==> config.mk <==
export PLATFORM = sky130hd
export DESIGN_NAME = instr_issue
export DESIGN_NICKNAME = d
export VERILOG_FILES = /design/src/rtl/instr_issue.sv
export SDC_FILE = /design/constraint.sdc
export NUM_CORES = 1
export LEC_CHECK = 0
export ABC_AREA = 1
export CAP_MARGIN = 20
export CORE_UTILIZATION = 61
export DETAILED_ROUTE_END_ITERATION = 16
export PLACE_DENSITY = 0.79
export SKIP_CTS_REPAIR_TIMING = 1
export SLEW_MARGIN = 20
export SYNTH_ARGS = -nofsm -noshare
export SYNTH_HDL_FRONTEND = slang
export SYNTH_SLANG_ARGS = --single-unit
==> constraint.sdc <==
create_clock -name clk -period 3.6 [get_ports clk]
set_input_delay 0.36 -clock clk [delete_from_list [all_inputs] [get_ports clk]]
set_output_delay 0.36 -clock clk [all_outputs]
set_load 0.01 [all_outputs]
==> src/rtl/instr_issue.sv <==
// instr_issue: program buffer and issue stage for the 19-bit datapath
// (opcode[18:15], WA[14:10], RA1[9:5], RA2[4:0]). The host loads words while
// IDLE. On start the program is issued one word per cycle. NOP bubbles are
// inserted whenever a read would see a register that an in-flight writer has
// not yet produced. After the last word the pipeline drains, then done pulses.
// Optional feature macro: INSTR_ISSUE_STALL_CNT_EN adds a 16-bit saturating
// counter of hazard bubbles on output stall_cnt.
module instr_issue #(
  parameter int          AW          = 4,
  parameter logic [3:0]  NOP_OPCODE  = 4'hF,
  parameter logic [15:0] WR_MASK     = 16'h00FF,
  parameter int          HAZARD_DIST = 3
) (
  input  logic          clk,
  input  logic          rst,
  input  logic          ld_valid,
  output logic          ld_ready,
  input  logic [18:0]   ld_data,
  input  logic          clear,
  input  logic          start,
  output logic [18:0]   instruccion,
  output logic          busy,
  output logic          done,
  output logic [AW:0]   issued_cnt
`ifdef INSTR_ISSUE_STALL_CNT_EN
  , output logic [15:0] stall_cnt
`endif
);

  localparam int          DEPTH = 1 << AW;
  // The history array needs at least one slot to be legal, even when
  // HAZARD_DIST = 1 leaves it permanently invalid.
  localparam int          HL    = (HAZARD_DIST > 1) ? HAZARD_DIST - 1 : 1;
  localparam logic [18:0] NOP_W = {NOP_OPCODE, 15'b0};

  typedef enum logic [1:0] {S_IDLE, S_ISSUE, S_DRAIN} state_t;

  state_t      state_q;
  logic [18:0] mem [DEPTH];
  logic [AW:0] count_q;
  logic [AW-1:0] rd_ptr_q;
  logic [AW:0] issued_q;
  logic [2:0]  drain_q;
  logic [18:0] instr_q;
  logic        busy_q, done_q;
  logic        hv_q [HL];
  logic [4:0]  hw_q [HL];

  logic [18:0] cand;
  logic        cand_wr, hazard, ld_we, go_start, last_word;
  logic [AW:0] count_m1;

  assign cand      = mem[rd_ptr_q];
  assign cand_wr   = (cand[18:15] != NOP_OPCODE) && WR_MASK[cand[18:15]];
  // count is never above DEPTH, so its top bit alone means "full"
  assign ld_ready  = (state_q == S_IDLE) && !count_q[AW];
  assign ld_we     = ld_valid && ld_ready && !clear;
  assign go_start  = (state_q == S_IDLE) && start && !clear && (count_q != '0);
  assign count_m1  = count_q - 1'b1;
  assign last_word = ({1'b0, rd_ptr_q} == count_m1);

  assign instruccion = instr_q;
  assign busy        = busy_q;
  assign done        = done_q;
  assign issued_cnt  = issued_q;

  // RAW check of the candidate against every valid in-flight writer
  always_comb begin
    hazard = 1'b0;
    for (int i = 0; i < HL; i++)
      if (hv_q[i] && (hw_q[i] == cand[9:5] || hw_q[i] == cand[4:0]))
        hazard = 1'b1;
  end

  // Program buffer write port; contents deliberately survive reset
  always_ff @(posedge clk) begin
    if (ld_we) mem[count_q[AW-1:0]] <= ld_data;
  end

  // Load/issue/drain control with registered outputs and hazard history
  always_ff @(posedge clk or posedge rst) begin
    if (rst) begin
      state_q  <= S_IDLE;
      count_q  <= '0;
      rd_ptr_q <= '0;
      issued_q <= '0;
      drain_q  <= '0;
      instr_q  <= NOP_W;
      busy_q   <= 1'b0;
      done_q   <= 1'b0;
      for (int i = 0; i < HL; i++) begin
        hv_q[i] <= 1'b0;
        hw_q[i] <= '0;
      end
    end else begin
      done_q <= 1'b0;
      case (state_q)
        S_IDLE: begin
          instr_q <= NOP_W;
          if (clear)      count_q <= '0;
          else if (ld_we) count_q <= count_q + 1'b1;
          if (go_start) begin
            rd_ptr_q <= '0;
            issued_q <= '0;
            busy_q   <= 1'b1;
            state_q  <= S_ISSUE;
            for (int i = 0; i < HL; i++) hv_q[i] <= 1'b0;
          end else if (start && !clear) begin
            // empty program: report completion without running
            done_q <= 1'b1;
          end
        end
        S_ISSUE: begin
          for (int i = HL - 1; i > 0; i--) begin
            hv_q[i] <= hv_q[i-1];
            hw_q[i] <= hw_q[i-1];
          end
          if (hazard) begin
            instr_q <= NOP_W;
            hv_q[0] <= 1'b0;
            hw_q[0] <= '0;
          end else begin
            instr_q  <= cand;
            rd_ptr_q <= rd_ptr_q + 1'b1;
            issued_q <= issued_q + 1'b1;
            hv_q[0]  <= (HAZARD_DIST > 1) && cand_wr;
            hw_q[0]  <= cand[14:10];
            if (last_word) begin
              drain_q <= '0;
              state_q <= S_DRAIN;
            end
          end
        end
        S_DRAIN: begin
          instr_q <= NOP_W;
          if (drain_q == 3'(HAZARD_DIST - 1)) begin
            busy_q  <= 1'b0;
            done_q  <= 1'b1;
            state_q <= S_IDLE;
          end else begin
            drain_q <= drain_q + 1'b1;
          end
        end
        default: state_q <= S_IDLE;
      endcase
    end
  end

`ifdef INSTR_ISSUE_STALL_CNT_EN
  logic [15:0] stall_q;
  assign stall_cnt = stall_q;

  // Saturating count of hazard bubbles in the current/last run
  always_ff @(posedge clk or posedge rst) begin
    if (rst)                                             stall_q <= '0;
    else if (go_start)                                   stall_q <= '0;
    else if (state_q == S_ISSUE && hazard && stall_q != 16'hFFFF)
                                                         stall_q <= stall_q + 1'b1;
  end
`endif

endmodule

Word-level counts from Yosys, hierarchy flattened --
Memories as Yosys holds them, arrays and structs flattened. Cells that the tools add are included.
Cells by class: eq/ne operators 14, add/sub/neg operators 5, multiplexer cells 35, order comparisons 1, reduce and logical (&&, ||, !) cells 28
Operators by type and width (count):
- 19-bit case mux with 2 select lines | 1
- 5-bit 2-to-1 mux | 5
- 5-bit == test | 4
- 19-bit 2-to-1 mux | 1
- 1-bit 2-to-1 mux | 11
- 5-bit by 1-bit adder with 5-bit output (second input constant) | 2
- 1-bit logical AND | 10
- 2-bit 2-to-1 mux | 5
- 2-bit != test (second input constant) | 5
- 5-bit case mux with 2 select lines | 1
- 2-bit nonzero test | 5
- 3-bit 2-to-1 mux | 3
- 4-bit 2-to-1 mux | 2
- 4-bit case mux with 2 select lines | 1
- 4-bit AND reduction | 2
- 2-bit case mux with 3 select lines | 1
- 3-bit case mux with 2 select lines | 1
- 3-bit AND reduction | 2
- 4-bit by 5-bit == test with 1-bit output | 1
- 4-bit by 5-bit less-than comparator with 1-bit output (second input constant) | 1
- 5-bit nonzero test | 1
- 5-bit by 1-bit subtractor with 5-bit output (second input constant) | 1
- 4-bit by 1-bit adder with 4-bit output (second input constant) | 1
- 4-bit != test (second input constant) | 1
- other kinds (11) | 15
Word-level totals: bits of input ports 24, logic and storage cells 97, memory bits (read-only) 16, flip-flop bits (word level) 52, memory bits (writable) 304, memories 2
Memory list:
- mem | words 16, width 19, read ports 1, clocked after Yosys merged registers in 0, wr ports 1, line 39 | logic [18:0] mem [DEPTH];
- (name not given) | words 16, width 1, read ports 1, clocked after Yosys merged registers in 0, wr ports 0, line 54 | assign cand_wr = (cand[18:15] != NOP_OPCODE) && WR_MASK[cand[18:15]];

Longest topological paths before layout --
An unclocked memory read counts as a cell.
depth in word-level cells 8, gate-level depth with buffers 20

Least setup slack after synthesis --
OpenSTA, ideal clock, no wires.
path type reg2reg, start point reg state_q[1], end point mem mem[8][0], enable pin, path slack 0.575 ns, path buffers 0, required time 3.181 ns, cell stages (with the launch flop) 8, arrival 2.606 ns, clock period less this slack 3.025 ns, path through dfrtp_1 > nor2_1 > inv_1 > nor2_1 > nand2_1 > nor2_1 > inv_1 > nor3_1
On the way: word-level cells in the longest chain between the ends 6
Ends and longest elaborated chain:
- start: declaration | line 38 | state_t state_q;
- start signal: assignment | line 83 | state_q <= S_IDLE;
- start signal: assignment | line 106 | state_q <= S_ISSUE;
- start signal: assignment | line 130 | state_q <= S_DRAIN;
- 2-bit logical NOT | line 56 | assign ld_ready = (state_q == S_IDLE) && !count_q[AW];
- 1-bit logical AND | line 56
- named net ld_ready | line 17 | output logic ld_ready,
- 1-bit logical AND (2 in a row) | line 57 | assign ld_we = ld_valid && ld_ready && !clear;
- 1-bit 2-to-1 mux | line 77 | if (ld_we) mem[count_q[AW-1:0]] <= ld_data;
- 1-bit 2-to-1 mux (implied by the code) | line 77
- end: declaration | line 39
The timed path passes the listed nets, and every way through them passes these cells.

Worst setup path in the final report --
start point reg rd_ptr_q[0], end point reg rd_ptr_q[1]
On the way: word-level cells in the longest chain between the ends 8, elaborated cells on any way between the ends 16, those cells by class add/sub: 1; eq/ne: 5; mux: 4; reduce/logical: 5; memory: 1
Ends and longest elaborated chain:
- start: declaration | line 41 | logic [AW-1:0] rd_ptr_q;
- start signal: assignment | line 124 | rd_ptr_q <= rd_ptr_q + 1'b1;
- memory 16 x 19 bit
- 5-bit == test | line 71 | if (hv_q[i] && (hw_q[i] == cand[9:5] || hw_q[i] == cand[4:0]))
- 1-bit logical OR | line 71
- 1-bit logical AND | line 71
- 1-bit 2-to-1 mux (2 in a row) | line 71
- 2-bit != test (no line)
- 3-bit AND reduction (no line)
Parallel ways exist; a longest one is shown, timed or not. The select of a mux whose other input is x is not followed. A chain may end at the register's enable or synchronous reset.

==> metrics.md <==
| Metric | Value |
|---|---|
| Post-DR wirelength/cell | `between 20 and 25 um` |
| Commonest non-fill, non-tap cell in the layout | `nand2_1` |
| Max Clk Rate | `~330 MHz` |
| Cell Area, Placed | `about 16000 um2` |
| Post-route cell area | `approximately 17000 um2` |
| Die Wd | `approximately 160 um` |
| DRT Wirelength | `roughly 37000 um` |
| Total power | `13.4 mW` |
| R2r endpoint | `rd_ptr_q[1]` |
| CTS tree | `done` |
| Crit share post-route | `0.847` |
| Max-cap violations | `0` |
| Deepest clock path buffer count | `3` |
| Most frequent cells in the layout | `345 x nand2_1, 304 x edfxtp_1, 125 x nor2_1, 112 x nand3_1, 85 x o21ai_0` |
| Global-route wire length before repair | `57100 um` |
| Root buffer cell | `clkbuf_16` |
| Final hold vios | `0` |
| H-tree depth | `2` |
| Leak | `between 6 and 7 nW` |
| Max VDD drop | `just under 0.0006 V` |
| Cell count after synthesis | `1334` |
| # nets final | `around 1400` |
| DR iter-0 viols | `between 1000 and 1500` |
| Setup violators final | `0` |
| Initial Util | `0.631` |
| Yosys warnings | `0` |
| Crit-path max FO | `29` |
| Non-Filler Instances | `1740` |
| Cell variety after synth | `35` |
| Cells after DPL | `about 1700` |
| Total grt overflow | `0` |
| Diodes inserted | `0` |
| Global placement routability congestion | `approximately 0.93` |
| Final ANT Viol Nets | `0` |
| Io pins | `51` |
| Worst reg2reg path depth | `19` |
| Layout Area Growth over Synthesis | `13.3%` |
| WS Path Type | `flip-flop to flip-flop` |
| Crit end category | `flip-flop` |
| Vias | `10500` |
| Reg2reg start | `rd_ptr_q[0]` |
| Slew Viols, Final | `0` |
| Max-slew headroom | `0.469` |
| DR pass1 iterations | `5` |
| Initial antenna violation count | `0` |
| Ratio of cells with drive above 1 in the final layout | `0.0887` |
| CTS Buf Count | `35` |
| Chip height | `159 um` |
| Vias per cell | `between 6 and 7` |
| Critical Path RT | `about 4000 ps` |
| Num Clock Sinks | `about 360` |
| Clk slew on worst S/H paths | `70 ps` |
| GRT Total Usage | `0.298` |
| Final worst setup slack | `550 ps` |
| Status | `finished, final reports clean` |
| DRC violations left | `0` |
| Hold crit path type | `input pin to asynchronous set/reset pin` |
| Sequential Power Share | `0.376` |
| Synthesized Nets | `1366` |
| Clock Latency Late Sink | `520 ps` |
| DP HPWL | `between 20000 and 25000 um` |
| Fillers | `approximately 1600` |
| R2R setup slack | `550 ps` |
| Worst Tran Pin Value | `approximately 800 ps` |
| Setup TNS | `0 ps` |
| Worst EP arrival | `3470 ps` |
| Net Sw Frac | `0.380` |
| Power share of the clock group | `0.253` |
| NetSw | `approximately 5.1 mW` |
| Synth Register Bits | `approximately 360` |
| Mapped Area | `around 15000 um2` |
| PortBufs | `50` |
| Pre-CTS setup slack | `between 600 and 700 ps` |
| Setup Skew | `a little over 20 ps` |
| Critical Path Start | `rd_ptr_q[0]` |
| Clock period minus worst slack | `just over 3000 ps` |
| Vias in the first global route | `approximately 10000` |
| Internal power | `8.33 mW` |
| Full die area | `25200 um2` |
| Critical path launch point type | `flip-flop` |
| Largest net degree at the start of global routing | `94` |
| PwrDens | `792 nW/um2` |
| RSZ-0062 raised after global routing | `false` |
| Cell Rows | `56` |
| Comb pwr share | `0.370` |
| Post-Syn Area per Cell | `between 10 and 15 um2` |
| Seq/Total Area, Yosys | `0.697` |
| Core Footprint | `between 20000 and 25000 um2` |
[sequential cells by signal, indices dropped and copies added, names as in the netlist]
register	count
busy	1
instruccion	19
hv_q	2
rd_ptr_q	4
hw_q	10
done	1
count_q	5
state_q	2
drain_q	3
issued_cnt	5
mem	304
[how the worst max path moves through the flow]
stage                        endpoint  slack (ps)  cells after the start
after floorplan             mem[8][0]         580                      7
after global routing      rd_ptr_q[1]         330                     19
final                     rd_ptr_q[1]         550                     19
after global placement    rd_ptr_q[1]         680                     19
after CTS                 rd_ptr_q[1]         580                     19
after detailed placement  rd_ptr_q[1]         620                     19
[kinds of logic after synthesis]
kind of cell | synth area share
buf+inv | 0.0486
fa+ha+maj | 0.00668
simple gates | 0.168
compound gates | 0.0738
flops | 0.697
xor+xnor | 0.00585
[layer usage]
layer | track usage | wire length [um] | up-vias
met4 | 0.132 | 1480 | 0
met2 | 0.467 | 17100 | 612
met3 | 0.0556 | 3720 | 103
met1 | 0.410 | 14300 | 5007
met5 | 0 | 0 | -
li1 | - | - | 4728
[cell type report]
class,instances,area [um2],share of cell area
clock buffers,45,935,0.0551
well taps,319,399,0.0235
flip-flops and latches,356,10400,0.615
multi-input cells,823,3860,0.228
clock inverters,19,131,0.00774
inverters,87,329,0.0194
repair buffers,91,871,0.0513
[through the flow]
stage,utilization,hold WS [ps]
4_1_cts,0.714,278
2_1_floorplan,-,459
6_report,0.714,273
3_3_place_gp,0.669,468
5_1_grt,0.714,312
3_5_place_dp,0.669,476
[power by group through the flow]
| stage | Sequential [mW] | Clock, mW | Combinational, mW |
|---|---|---|---|
| 2_1_floorplan | 5.11 | 0 | 3.46 |
| 3_3_place_gp | 5.13 | 0 | 4.72 |
| 3_5_place_dp | 5.13 | 0 | 4.87 |
| 4_1_cts | 5.05 | 3.43 | 4.92 |
| 5_1_grt | 5.08 | 3.59 | 5.50 |
| 6_report | 5.06 | 3.41 | 4.98 |
[synth_stat cells]
library cell,n,area share
a21oi_1,35,0.012
a21oi_2,3,0.0018
a221oi_1,14,0.0082
a31o_2,1,0.00058
a31oi_1,2,0.00084
and3_1,1,0.00042
buf_1,5,0.0013
buf_2,18,0.0060
buf_4,7,0.0035
buf_6,13,0.0098
clkbuf_1,25,0.0063
dfrtp_1,48,0.080
dfstp_2,4,0.0070
edfxtp_1,304,0.61
ha_1,8,0.0067
inv_1,84,0.021
inv_2,3,0.00075
nand2_1,345,0.086
nand2_2,3,0.0013
nand2_4,2,0.0015
nand3_1,112,0.037
nand3_2,1,0.00067
nand4_1,7,0.0029
nor2_1,138,0.035
nor2_8,1,0.0013
nor3_1,3,0.0010
o211ai_1,11,0.0055
o21ai_0,85,0.028
o21ai_1,15,0.0050
o221ai_1,10,0.0058
o22ai_1,13,0.0054
o31ai_1,1,0.00050
or2_0,2,0.00084
xnor2_1,5,0.0029
xor2_1,5,0.0029
[critical path, cell delays in order (launching register included)]
cell and delay (ps):
dfrtp_4 500, inv_4 280, buf_4 320, nand2_1 80, nand2_1 60, nand2_1 50, nand3_1 100, nand3_1 160
nand2_1 200, nand2_1 70, nand2_1 80, nor2_1 50, nand3_1 70, nand2_1 70, nand2_2 110, nand2_4 80
nor2_8 140, buf_4 280, nand2_1 90, nand2_1 150
(Power assumes the default switching activity.)
